**src/rtl/pipe_hold_ctrl_pkg.sv**
```systemverilog
`default_nettype none
// +----------------------------------------------------------------------+
// | Module      : pipe_hold_ctrl_pkg                                     |
// | Description : Shared types and constants for the pipeline hold/flush |
// |               controller.                                            |
// | Revision    : 1.0 - initial release                                  |
// +----------------------------------------------------------------------+
package pipe_hold_ctrl_pkg;

    // Controller states: normal flow, one-cycle load-use bubble, memory wait
    typedef enum logic [1:0] {
        HOLD_RUN   = 2'd0,
        HOLD_STALL = 2'd1,
        HOLD_WAIT  = 2'd2
    } hold_state_t;

    // addi x0,x0,0 - loaded into IF/ID on flush and reset
    localparam logic [31:0] NOP_INSTR = 32'h0000_0013;

endpackage : pipe_hold_ctrl_pkg
`default_nettype wire

```
**src/rtl/pipe_hold_ctrl_if.sv**
```systemverilog
`default_nettype none
// +----------------------------------------------------------------------+
// | Module      : pipe_hold_ctrl_if                                      |
// | Description : Hazard/fetch inputs and hold/flush outputs of the      |
// |               pipeline hold controller.                              |
// | Revision    : 1.0 - initial release                                  |
// +----------------------------------------------------------------------+
interface pipe_hold_ctrl_if #(
    parameter int CNT_W = 16
);
    logic             load_use_stall;
    logic             branch_taken_EX;
    logic             mem_busy;
    logic [31:0]      inst_data_IF;
    logic [31:0]      pc_IF;
    logic             pc_write_en;
    logic             bubble_EX;
    logic             freeze;
    logic [31:0]      inst_data_ID;
    logic [31:0]      pc_ID;
    logic             valid_ID;
    logic [CNT_W-1:0] stall_cycles;

    // Surrounding pipeline: drives hazards and fetch data, observes controls
    modport master (
        output load_use_stall, branch_taken_EX, mem_busy, inst_data_IF, pc_IF,
        input  pc_write_en, bubble_EX, freeze, inst_data_ID, pc_ID, valid_ID,
               stall_cycles
    );

    // Hold controller itself
    modport slave (
        input  load_use_stall, branch_taken_EX, mem_busy, inst_data_IF, pc_IF,
        output pc_write_en, bubble_EX, freeze, inst_data_ID, pc_ID, valid_ID,
               stall_cycles
    );

endinterface : pipe_hold_ctrl_if
`default_nettype wire

```
**src/rtl/pipe_hold_ctrl_if_id_reg.sv**
```systemverilog
`default_nettype none
// +----------------------------------------------------------------------+
// | Module      : pipe_hold_ctrl_if_id_reg                               |
// | Description : IF/ID pipeline register (instruction, PC, valid) with  |
// |               load enable and NOP flush.                             |
// | Revision    : 1.0 - initial release                                  |
// +----------------------------------------------------------------------+
module pipe_hold_ctrl_if_id_reg #(
    parameter logic [31:0] NOP_INSTR = pipe_hold_ctrl_pkg::NOP_INSTR,
    parameter logic [31:0] RESET_PC  = 32'h0000_0000
) (
    input  wire logic        clk,
    input  wire logic        rst_n,
    input  wire logic        we,
    input  wire logic        flush,
    input  wire logic [31:0] inst_in,
    input  wire logic [31:0] pc_in,
    output logic      [31:0] inst_out,
    output logic      [31:0] pc_out,
    output logic             valid_out
);

    logic [31:0] r_inst;
    logic [31:0] r_pc;
    logic        r_valid;

    // Reset to NOP; flush loads a NOP tagged with the incoming PC; else load on we
    always_ff @(posedge clk) begin
        if (!rst_n) begin
            r_inst  <= NOP_INSTR;
            r_pc    <= RESET_PC;
            r_valid <= 1'b0;
        end else if (flush) begin
            r_inst  <= NOP_INSTR;
            r_pc    <= pc_in;
            r_valid <= 1'b0;
        end else if (we) begin
            r_inst  <= inst_in;
            r_pc    <= pc_in;
            r_valid <= 1'b1;
        end
    end

    assign inst_out  = r_inst;
    assign pc_out    = r_pc;
    assign valid_out = r_valid;

endmodule : pipe_hold_ctrl_if_id_reg
`default_nettype wire

```
**src/rtl/pipe_hold_ctrl.sv**
```systemverilog
`default_nettype none
// +----------------------------------------------------------------------+
// | Module      : pipe_hold_ctrl                                         |
// | Description : Turns load-use stall, EX branch redirect and data-     |
// |               memory wait into PC enable, IF/ID hold/flush, ID/EX    |
// |               bubble and pipe freeze; owns the IF/ID register.       |
// | Revision    : 1.0 - initial release                                  |
// +----------------------------------------------------------------------+
module pipe_hold_ctrl #(
    parameter logic [31:0] NOP_INSTR = pipe_hold_ctrl_pkg::NOP_INSTR,
    parameter logic [31:0] RESET_PC  = 32'h0000_0000,
    parameter int          CNT_W     = 16   // must match the interface CNT_W
) (
    input  wire logic       clk,
    input  wire logic       rst_n,
    pipe_hold_ctrl_if.slave bus
);
    import pipe_hold_ctrl_pkg::hold_state_t;
    import pipe_hold_ctrl_pkg::HOLD_RUN;
    import pipe_hold_ctrl_pkg::HOLD_STALL;
    import pipe_hold_ctrl_pkg::HOLD_WAIT;

    hold_state_t      r_state;
    hold_state_t      w_next_state;
    logic             w_pc_write_en;
    logic             w_bubble_EX;
    logic             w_freeze;
    logic             w_ifid_we;
    logic             w_ifid_flush;
    logic [CNT_W-1:0] r_stall_cycles;

    // State register; reset returns to RUN even mid-stall or mid-wait
    always_ff @(posedge clk) begin
        if (!rst_n) r_state <= HOLD_RUN;
        else        r_state <= w_next_state;
    end

    // Control decode: mem_busy > branch_taken_EX > load_use_stall.
    // WAIT with mem_busy low behaves as RUN, so mem_busy is decoded the same
    // way in every state; only STALL differs, by ignoring a spurious
    // load_use_stall (the load has already moved on to MEM).
    always_comb begin
        w_next_state  = HOLD_RUN;
        w_pc_write_en = 1'b1;
        w_bubble_EX   = 1'b0;
        w_freeze      = 1'b0;
        w_ifid_we     = 1'b1;
        w_ifid_flush  = 1'b0;
        if (!rst_n) begin
            w_bubble_EX = 1'b1;
        end else if (bus.mem_busy) begin
            w_pc_write_en = 1'b0;
            w_ifid_we     = 1'b0;
            w_freeze      = 1'b1;
            w_next_state  = HOLD_WAIT;
        end else if (bus.branch_taken_EX) begin
            w_ifid_flush  = 1'b1;
            w_bubble_EX   = 1'b1;
        end else if (bus.load_use_stall && (r_state != HOLD_STALL)) begin
            w_pc_write_en = 1'b0;
            w_ifid_we     = 1'b0;
            w_bubble_EX   = 1'b1;
            w_next_state  = HOLD_STALL;
        end
    end

    // Saturating count of cycles where the PC did not advance
    always_ff @(posedge clk) begin
        if (!rst_n) begin
            r_stall_cycles <= '0;
        end else if (!w_pc_write_en && (r_stall_cycles != '1)) begin
            r_stall_cycles <= r_stall_cycles + 1'b1;
        end
    end

    pipe_hold_ctrl_if_id_reg #(
        .NOP_INSTR (NOP_INSTR),
        .RESET_PC  (RESET_PC)
    ) u_if_id_reg (
        .clk       (clk),
        .rst_n     (rst_n),
        .we        (w_ifid_we),
        .flush     (w_ifid_flush),
        .inst_in   (bus.inst_data_IF),
        .pc_in     (bus.pc_IF),
        .inst_out  (bus.inst_data_ID),
        .pc_out    (bus.pc_ID),
        .valid_out (bus.valid_ID)
    );

    assign bus.pc_write_en  = w_pc_write_en;
    assign bus.bubble_EX    = w_bubble_EX;
    assign bus.freeze       = w_freeze;
    assign bus.stall_cycles = r_stall_cycles;

endmodule : pipe_hold_ctrl
`default_nettype wire
```
**src/flat_wrapper.sv**
```systemverilog
// flat-port wrapper written by rule: the top's interface ports become plain ports
module pipe_hold_ctrl_flat import pipe_hold_ctrl_pkg::hold_state_t; import pipe_hold_ctrl_pkg::HOLD_RUN; import pipe_hold_ctrl_pkg::HOLD_STALL; import pipe_hold_ctrl_pkg::HOLD_WAIT;
#(
    parameter logic [31:0] NOP_INSTR = pipe_hold_ctrl_pkg::NOP_INSTR,
    parameter logic [31:0] RESET_PC  = 32'h0000_0000,
    parameter int          CNT_W     = 16                                    
)
  (clk, rst_n, bus_load_use_stall, bus_branch_taken_EX, bus_mem_busy, bus_inst_data_IF, bus_pc_IF, bus_pc_write_en, bus_bubble_EX, bus_freeze, bus_inst_data_ID, bus_pc_ID, bus_valid_ID, bus_stall_cycles);
  pipe_hold_ctrl_if #(.CNT_W(CNT_W)) bus_i ();
  input  wire logic clk;
  input  wire logic rst_n;
  input wire logic [$bits(bus_i.load_use_stall)-1:0] bus_load_use_stall;
  input wire logic [$bits(bus_i.branch_taken_EX)-1:0] bus_branch_taken_EX;
  input wire logic [$bits(bus_i.mem_busy)-1:0] bus_mem_busy;
  input wire logic [$bits(bus_i.inst_data_IF)-1:0] bus_inst_data_IF;
  input wire logic [$bits(bus_i.pc_IF)-1:0] bus_pc_IF;
  output wire logic [$bits(bus_i.pc_write_en)-1:0] bus_pc_write_en;
  output wire logic [$bits(bus_i.bubble_EX)-1:0] bus_bubble_EX;
  output wire logic [$bits(bus_i.freeze)-1:0] bus_freeze;
  output wire logic [$bits(bus_i.inst_data_ID)-1:0] bus_inst_data_ID;
  output wire logic [$bits(bus_i.pc_ID)-1:0] bus_pc_ID;
  output wire logic [$bits(bus_i.valid_ID)-1:0] bus_valid_ID;
  output wire logic [$bits(bus_i.stall_cycles)-1:0] bus_stall_cycles;
  assign bus_i.load_use_stall = bus_load_use_stall;
  assign bus_i.branch_taken_EX = bus_branch_taken_EX;
  assign bus_i.mem_busy = bus_mem_busy;
  assign bus_i.inst_data_IF = bus_inst_data_IF;
  assign bus_i.pc_IF = bus_pc_IF;
  assign bus_pc_write_en = bus_i.pc_write_en;
  assign bus_bubble_EX = bus_i.bubble_EX;
  assign bus_freeze = bus_i.freeze;
  assign bus_inst_data_ID = bus_i.inst_data_ID;
  assign bus_pc_ID = bus_i.pc_ID;
  assign bus_valid_ID = bus_i.valid_ID;
  assign bus_stall_cycles = bus_i.stall_cycles;
  pipe_hold_ctrl #(.NOP_INSTR(NOP_INSTR), .RESET_PC(RESET_PC), .CNT_W(CNT_W)) u_core (.clk(clk), .rst_n(rst_n), .bus(bus_i));
endmodule
```
**config.mk**
```make
export PLATFORM = sky130hd
export DESIGN_NAME = pipe_hold_ctrl_flat
export DESIGN_NICKNAME = d
export VERILOG_FILES = /design/src/rtl/pipe_hold_ctrl_pkg.sv /design/src/rtl/pipe_hold_ctrl_if.sv /design/src/rtl/pipe_hold_ctrl_if_id_reg.sv /design/src/rtl/pipe_hold_ctrl.sv /design/src/flat_wrapper.sv
export SDC_FILE = /design/constraint.sdc
export NUM_CORES = 1
export LEC_CHECK = 0
export BUFFER_PORTS_ARGS = -buffer_cell sky130_fd_sc_hd__buf_2
export CAP_MARGIN = 20
export CORE_MARGIN = 4
export CORE_UTILIZATION = 37
export CTS_CLUSTER_DIAMETER = 80
export DETAILED_ROUTE_END_ITERATION = 10
export GPL_TIMING_DRIVEN = 0
export PLACE_DENSITY = 0.7
export SYNTH_ARGS = -nofsm -noshare
export SYNTH_HDL_FRONTEND = slang
export SYNTH_HIERARCHICAL = 1
export SYNTH_SLANG_ARGS = --single-unit
```
**constraint.sdc**
```tcl
create_clock -name clk -period 2.4 [get_ports clk]
set_input_delay 0.24 -clock clk [delete_from_list [all_inputs] [get_ports clk]]
set_output_delay 0.24 -clock clk [all_outputs]
set_load 0.05 [all_outputs]
```
### After elaboration in Yosys (flattened, before gate mapping)

Index checks and enable logic that the tools add are counted.

| cells by class | value |
|---|---|
| add/sub/neg operators | 1 |
| multiply operators | 0 |
| divide/modulo/power cells | 0 |
| magnitude comparators | 0 |
| eq/ne operators | 2 |
| shift operators | 0 |
| mux-type cells | 18 |
| bitwise logic cells | 1 |
| reductions and logical operators | 6 |

Operators by type and width:

| operator | count |
|---|---|
| 2-to-1 mux 32 bit | 2 |
| adder 16 x 1 -> 16 bit (second input constant) | 1 |
| != test 16 bit (second input constant) | 1 |
| 2-to-1 mux 1 bit | 14 |
| 2-to-1 mux 2 bit | 2 |
| OR reduction 3 bit | 1 |
| logical AND 1 bit | 2 |
| != test 2 x 1 -> 1 bit (second input constant) | 1 |
| nonzero test 2 bit | 1 |
| OR reduction 2 bit | 1 |
| zero test 1 bit | 1 |
| inverter 1 bit | 1 |

| storage, ports and cells | value |
|---|---|
| register bits after elaboration | 83 |
| latch bits | 0 |
| RAM bits | 0 |
| bits in read-only memories | 0 |
| bits of input ports | 69 |
| memories | 0 |

### Longest topological paths before layout

Gate-level depths: netlist of run 1.

| depth | value |
|---|---|
| word-level depth | 8 |
| depth in mapped cells | 8 |

### Modules after synthesis

The synthesis of run 1 kept the hierarchy.

By module, submodules not included:

| module | times used | cells each | area each (sq um) | seq. area each (sq um) |
|---|---|---|---|---|
| pipe_hold_ctrl_if_id_reg | 1 | 254 | 2468.6 | 1301.2 |
| pipe_hold_ctrl | 1 | 105 | 878.3 | 360.3 |

### Least setup slack after synthesis of run 1

Ideal clock, no wire load.

| timing | value |
|---|---|
| path kind | register to register |
| start | register u_core.r_stall_cycles[3] (netlist: u_core/bus.stall_cycles[3]) |
| end | register u_core.r_stall_cycles[13] (netlist: u_core/bus.stall_cycles[13]) |
| library setup time | 0.061 ns |
| arrival time | 2.156 ns |
| required time | 2.339 ns |
| slack | 0.183 ns |
| stages on the path, launching flop included | 7 |
| buffers on the path | 1 |
| clock period less this slack | 2.217 ns |
| path through | dfxtp_1 -> and3_1 -> nand2_1 -> or4_1 -> buf_2 -> or4_1 -> nand2_1 |

| on the way | value |
|---|---|
| word-level cells in the longest chain between the ends | 2 |
| elaborated cells on any way between the ends | 3 |

Ends and longest elaborated chain:

| what | RTL line | source |
|---|---|---|
| start: declaration | pipe_hold_ctrl.sv:30 | `logic [CNT_W-1:0] r_stall_cycles;` |
| start signal: assignment | pipe_hold_ctrl.sv:72 | `r_stall_cycles <= r_stall_cycles + 1'b1;` |
| branches (longest 2 deep; another with adder 16 x 1 -> 16 bit) | - |  |

Several ways; the timed one is not identified.
A chain may end at the register's enable or synchronous reset.

### Worst setup path in the final report of run 1

| timing | value |
|---|---|
| start | register u_core.r_state[1] |
| end | output bus_pc_write_en |

| on the way | value |
|---|---|
| word-level cells in the longest chain between the ends | 6 |

Ends and longest elaborated chain:

| what | RTL line | source |
|---|---|---|
| start: declaration | pipe_hold_ctrl.sv:23 | `hold_state_t r_state;` |
| start signal: assignment | pipe_hold_ctrl.sv:35 | `else r_state <= w_next_state;` |
| != test 2 x 1 -> 1 bit | pipe_hold_ctrl.sv:59 | `end else if (bus.load_use_stall && (r_state != HOLD_STALL)) begin` |
| logical AND 1 bit | pipe_hold_ctrl.sv:59 |  |
| 2-to-1 mux 1 bit | pipe_hold_ctrl.sv:59 |  |
| 2-to-1 mux 1 bit | pipe_hold_ctrl.sv:56 | `end else if (bus.branch_taken_EX) begin` |
| 2-to-1 mux 1 bit | pipe_hold_ctrl.sv:51 | `end else if (bus.mem_busy) begin` |
| 2-to-1 mux 1 bit | pipe_hold_ctrl.sv:49 | `if (!rst_n) begin` |
| end: declaration | flat_wrapper.sv:17 | `output wire logic [$bits(bus_i.pc_write_en)-1:0] bus_pc_write_en;` |

Every way passes these cells.

==> impl_metrics.py, run 1 <==
metrics = {
    "outcome": {
        "status": "complete, no violations",
    },
    "logic_synthesis": {
        "ys_ff_latch": 83,
        "ys_seq_area_frac": 0.496,
        "syn-cell-area_um2": 3350,
        "syn_nets": 429,
        "async_flop_share": 0,
        "syn_inst": 359,
        "synth_edf_count": 0,
        "synth_area_per_cell_um2": 9.32,
        "synth_cell_type_count": 37,
        "yosysWarningCount": 6,
        "synthFlopType": "dfxtp_1",
    },
    "global_routing": {
        "grt_pass1_vias": 3005,
        "grt_use_total": 0.162,
        "grt-ovfl-total": 0,
        "grt_max_degree": 14,
        "grt_antenna_before_repair": 0,
        "grt_pass1_wl_um": 13800,
    },
    "detailed_routing": {
        "vias": 3215,
        "postRouteAntennaNets": 0,
        "drcViolationCount": 0,
        "routed_via_density": 5.07,
        "top_layer": "met4",
        "drt-initial-drc-count": 76,
        "drt-met1-wl_um": 3940,
        "met2_length_um": 4130,
        "wl_met3_um": 866,
        "routedWlPerCell_um": 14.3,
        "drtPass1Iterations": 4,
        "totalWireLength_um": 9070,
    },
    "sta": {
        "setup_ws_ns": 0.214,
        "tns_ns": 0,
        "max_freq_mhz": 457,
        "slew_headroom": 0.373,
        "rsz0062_at_grt": "false",
        "finalCriticalPeriod_ns": 2.19,
        "setup_viol": 0,
        "worst_pin_slew_ns": 0.934,
        "fin_crit_sh": 0.911,
        "maxSlewViolCount": 0,
        "clock_skew_ns": 0.0127,
        "hold_viol_final": 0,
    },
    "floorplan": {
        "dieHeight_um": 103,
        "io-pin-count": 153,
        "placementRows": 34,
        "start_util": 0.382,
        "die_area_um2": 10600,
        "die_w_um": 103,
        "core-area_um2": 8760,
    },
    "cells_and_area": {
        "layout-drive-gt1-share": 0.369,
        "fin_util": 0.503,
        "antenna_cells": 0,
        "nNetsFinal": 592,
        "fin_cells": 634,
        "syn2layout_area_growth_pct": 31.8,
        "fillers": 866,
    },
    "clocking": {
        "clock-sinks": 83,
        "htree_levels": 3,
        "clk_transition_reported_paths_ns": 0.08,
        "cts_resized": 0,
        "cts_buffers": 9,
        "cts_tree": "yes",
        "cts_hold_buf": 0,
        "clk_latency_ns": 0.34,
        "post-cts-setup-buffers": 0,
        "cts_buffer_depth": 2,
        "clock-root-buffer": "clkbuf_8",
    },
    "power_and_ir_drop": {
        "irDropWorstVdd_uv": 298,
        "p_leak_nw": 2.14,
        "power_density_nw_per_um2": 691,
        "finalPower_w": 0.00305,
        "switching_share": 0.329,
        "p_sw_w": 0.00100,
        "clockPowerShare": 0.287,
        "seqPwrFrac": 0.491,
        "p_int_w": 0.00205,
        "pwr-share-comb": 0.221,
    },
    "worst_setup_path": {
        "cp_max_fo": 7,
        "critPathKind": "register to primary output",
        "required_ns": 2.16,
        "critPathLaunchType": "register",
        "worst_setup_path_end_kind": "primary output",
        "arrival_ns": 1.95,
    },
    "run": {
        "maxCapViolations": 0,
    },
    "worst_hold_path": {
        "hold_path_class": "input port to register",
    },
    "place": {
        "dp_hpwl_um": 6940,
        "portBuffers": 152,
        "gp_congestion": 0.783,
        "dpl.cell_count": 619,
        "pre_cts_ws_ns": 0.355,
    },
}
==> power groups by stage <==
| stage | clock network [W] | logic, W | registers, W |
|---|---|---|---|
| after floorplan | 0 | 0.000209 | 0.00180 |
| after global placement | 0 | 0.000668 | 0.00153 |
| after detailed placement | 0 | 0.000679 | 0.00153 |
| after CTS | 0.000914 | 0.000680 | 0.00150 |
| after global routing | 0.000960 | 0.000720 | 0.00151 |
| final | 0.000876 | 0.000674 | 0.00150 |
==> layout make-up <==
class	count	area (um2)	share of cell area
Inverter	2	7.51	0.00170
Sequential cell	83	1660	0.377
Buffer	29	199	0.0451
Clock inverter	5	30.0	0.00681
Timing Repair Buffer	152	761	0.172
Clock buffer	10	138	0.0312
Tap cell	108	135	0.0306
Multi-Input combinational cell	245	1480	0.335
==> logic make-up (layout without fill, tap and decap cells) <==
kind of cell,after synthesis,count (layout),share of synthesized area
AND/OR/NAND/NOR,126,126,0.174
flip-flops,83,83,0.496
AO/OA/AOI/OAI,79,79,0.148
multiplexers,36,36,0.108
buffers and inverters,31,198,0.0617
XOR/XNOR,3,3,0.00785
adder cells (fa/ha/maj),1,1,0.00374
==> final timing paths <==
kind	end	cells past startpoint	start	slack, ns
worst max register to register	u_core/bus.stall_cycles[4]$_SDFFE_PN0P_	6	u_core/bus.stall_cycles[0]$_SDFFE_PN0P_	0.33
worst max-delay path	bus_pc_write_en	4	u_core/r_state[1]$_SDFF_PN0_	0.21
worst min register to register	u_core/u_if_id_reg/pc_out[7]$_SDFFE_PN0P_	2	u_core/u_if_id_reg/pc_out[7]$_SDFFE_PN0P_	0.45
worst min-delay path	u_core/u_if_id_reg/inst_out[0]$_SDFFE_PP1P_	2	bus_inst_data_IF[0]	0.10
==> state kept, by name, indices dropped and copies added, names as in the netlist <==
register,count
u_core/bus.stall_cycles,16
u_core/r_state,2
u_core/u_if_id_reg/inst_out,32
u_core/u_if_id_reg/pc_out,32
u_core/u_if_id_reg/valid_out,1
==> per-stage QoR <==
step / area [um2] / hold WS [ns]
final: 4410 / 0.103
after global routing: 4410 / 0.0854
after floorplan: 3350 / 0.315
after CTS: 4410 / 0.0795
after detailed placement: 4240 / 0.438
after global placement: 4240 / 0.434
==> layer usage <==
metal | vias to the layer above | GRT usage
li1 | 1588 | -
met1 | 1473 | 0.207
met2 | 141 | 0.264
met3 | 13 | 0.0365
met4 | 0 | 0.0677
met5 | - | 0
==> synthesized netlist by cell type (2+ instances only) <==
library cell	number	area [um2]
inv_1	2	7.51
buf_6	4	45.0
nand4_1	7	43.8
o21ai_0	6	30.0
a21oi_1	4	20.0
buf_2	11	55.1
o21ai_1	30	150
nor4_1	3	18.8
buf_8	2	30.0
nor2_1	37	139
or3_1	3	18.8
a211o_1	3	26.3
clkbuf_1	2	7.51
nand2_1	48	180
buf_1	3	11.3
nand2b_1	4	25.0
nor2b_1	2	12.5
mux2i_1	36	360
buf_4	6	45.0
dfxtp_1	83	1660
nor3_1	4	20.0
or4_1	3	22.5
and2_1	3	18.8
xnor2_1	2	17.5
o211ai_1	34	255
nand3_1	5	25.0
and3_1	2	12.5
==> critical path, cell delays in order (launching register included) <==
cell and delay [ns]:
dfxtp_1 0.30, nand2b_1 0.16, a31oi_1 0.45, nand2b_1 0.36
buf_2 0.34
==> placed cells by master, fill, tap and decap left out, types with 3 or more instances in the layout <==
cell      synthesis  layout
a211o_1           3       3
a21oi_1           4       4
and2_1            3       3
buf_1             3       3
buf_2            11     163
buf_4             6       6
buf_6             4       4
clkbuf_8          0      10
clkinv_2          0       3
dfxtp_1          83      83
mux2i_1          36      36
nand2_1          48      48
nand2b_1          4       4
nand3_1           5       5
nand4_1           7       7
nor2_1           37      37
nor3_1            4       4
nor4_1            3       3
o211ai_1         34      34
o21ai_0           6       6
o21ai_1          30      30
or3_1             3       3
or4_1             3       3
Note: power is estimated with default switching activity, not from simulation.
==> run 2, diff against run 1 <==
CORE_ASPECT_RATIO = 1.2   (was not set)
==> run 2 against run 1 <==
  * Clock power increased by 28%
  * Largest cell class unchanged
  * Non-clock buffer count unchanged
  * Design area increased by 1.6%
  * Combinational power about the same
  * Critical path type unchanged
==> impl_metrics.py, run 2 (synthesis gave the netlist of run 1 again) <==
metrics = {
    "global_routing": {
        "grt_max_degree": 14,
        "grt_pass1_wl_um": 14200,
        "grt_antenna_before_repair": 0,
        "grt_use_total": 0.166,
        "grt_pass1_vias": 3058,
        "grt-ovfl-total": 0,
    },
    "detailed_routing": {
        "drcViolationCount": 0,
        "routedWlPerCell_um": 13.9,
        "drtPass1Iterations": 5,
        "drt-met1-wl_um": 3740,
        "wl_met3_um": 715,
        "vias": 3178,
        "top_layer": "met4",
        "drt-initial-drc-count": 92,
        "routed_via_density": 4.94,
        "postRouteAntennaNets": 0,
        "totalWireLength_um": 8960,
        "met2_length_um": 4360,
    },
    "sta": {
        "rsz0062_at_grt": "false",
        "fin_crit_sh": 0.923,
        "maxSlewViolCount": 0,
        "max_freq_mhz": 452,
        "setup_viol": 0,
        "hold_viol_final": 0,
        "slew_headroom": 0.426,
        "whs_ns": 0.0916,
        "clock_skew_ns": 0.00535,
        "finalCriticalPeriod_ns": 2.21,
        "tns_ns": 0,
        "setup_ws_ns": 0.186,
        "worst_pin_slew_ns": 0.855,
    },
    "floorplan": {
        "placementRows": 37,
        "die_area_um2": 10600,
        "dieHeight_um": 112,
        "die_w_um": 94.8,
        "start_util": 0.385,
        "core-area_um2": 8700,
        "io-pin-count": 153,
    },
    "worst_setup_path": {
        "arrival_ns": 1.97,
        "worst_setup_path_end_kind": "primary output",
        "required_ns": 2.16,
        "critPathLaunchType": "register",
        "ff2ff_path_depth": 7,
        "critPathKind": "register to primary output",
        "cp_max_fo": 7,
    },
    "clocking": {
        "cts_hold_buf": 0,
        "htree_levels": 3,
        "post-cts-setup-buffers": 0,
        "cts_resized": 0,
        "cts_buffers": 9,
        "clock-sinks": 83,
        "clock-root-buffer": "clkbuf_8",
        "cts_buffer_depth": 2,
        "clk_transition_reported_paths_ns": 0.08,
        "cts_tree": "yes",
        "clk_latency_ns": 0.34,
    },
    "power_and_ir_drop": {
        "p_leak_nw": 2.17,
        "clockPowerShare": 0.340,
        "p_int_w": 0.00229,
        "power_density_nw_per_um2": 733,
        "switching_share": 0.303,
        "irDropWorstVdd_uv": 249,
        "pwr-share-comb": 0.205,
        "p_sw_w": 0.000994,
        "seqPwrFrac": 0.456,
    },
    "cells_and_area": {
        "syn2layout_area_growth_pct": 33.8,
        "layout-drive-gt1-share": 0.369,
        "mostFrequentLayoutCells": "163 x buf_2, 83 x dfxtp_1, 48 x nand2_1",
        "final_common_cell": "buf_2",
        "nNetsFinal": 592,
        "antenna_cells": 0,
    },
    "worst_hold_path": {
        "min_path_cells": 2,
        "hold_path_class": "input port to register",
    },
    "place": {
        "dp_hpwl_um": 7060,
        "pre_cts_ws_ns": 0.339,
        "gp_congestion": 0.774,
        "portBuffers": 152,
    },
    "run": {
        "maxCapViolations": 0,
    },
    "outcome": {
        "status": "complete, no violations",
    },
}
run 2: final cells by class:
type                    count  area (um2)
multi-input cells         245        1480
fillers                   887        4220
flip-flops and latches     83        1660
clock buffers              11         151
repair buffers            152         761
well taps                 117         146
inverters                   2        7.51
clock inverters             4        73.8
plain buffers              29         199
run 2: power by group through the flow:
| stage | sequential (W) | combinational [W] | clock (W) |
|---|---|---|---|
| after floorplan | 0.00180 | 0.000209 | 0 |
| after global placement | 0.00153 | 0.000668 | 0 |
| after detailed placement | 0.00153 | 0.000676 | 0 |
| after CTS | 0.00150 | 0.000678 | 0.00115 |
| after global routing | 0.00151 | 0.000717 | 0.00121 |
| final | 0.00150 | 0.000673 | 0.00112 |
run 2: worst max-delay path: stages, from the launching register on:
cell      delay [ns]
dfxtp_1         0.30
nand2b_1        0.16
a31oi_1         0.48
nand2b_1        0.35
buf_2           0.34
run 2: worst paths after layout:
check	start	to	slack, ns
setup / recovery	u_core/r_state[1]$_SDFF_PN0_	bus_pc_write_en	0.19
setup reg to reg	u_core/r_state[1]$_SDFF_PN0_	u_core/u_if_id_reg/inst_out[16]$_SDFFE_PP0P_	0.32
hold reg to reg	u_core/u_if_id_reg/pc_out[13]$_SDFFE_PN0P_	u_core/u_if_id_reg/pc_out[13]$_SDFFE_PN0P_	0.45
hold / removal	bus_branch_taken_EX	u_core/r_state[0]$_SDFF_PP0_	0.09
run 2: through the flow:
stage          instance area [um2]  total power [W]  utilization  instances
6_report                      4480          0.00328        0.515        643
5_1_grt                       4480          0.00343        0.515        643
4_1_cts                       4480          0.00333        0.515        643
3_5_place_dp                  4250          0.00221        0.489        628
3_3_place_gp                  4250          0.00219        0.489        628
2_1_floorplan                 3350          0.00201            -        359
run 2: metal layers:
| metal | track usage | vias up |
|---|---|---|
| li1 | - | 1591 |
| met2 | 0.284 | 113 |
| met4 | 0.0731 | 0 |
| met3 | 0.0349 | 11 |
| met1 | 0.196 | 1463 |
| met5 | 0 | - |
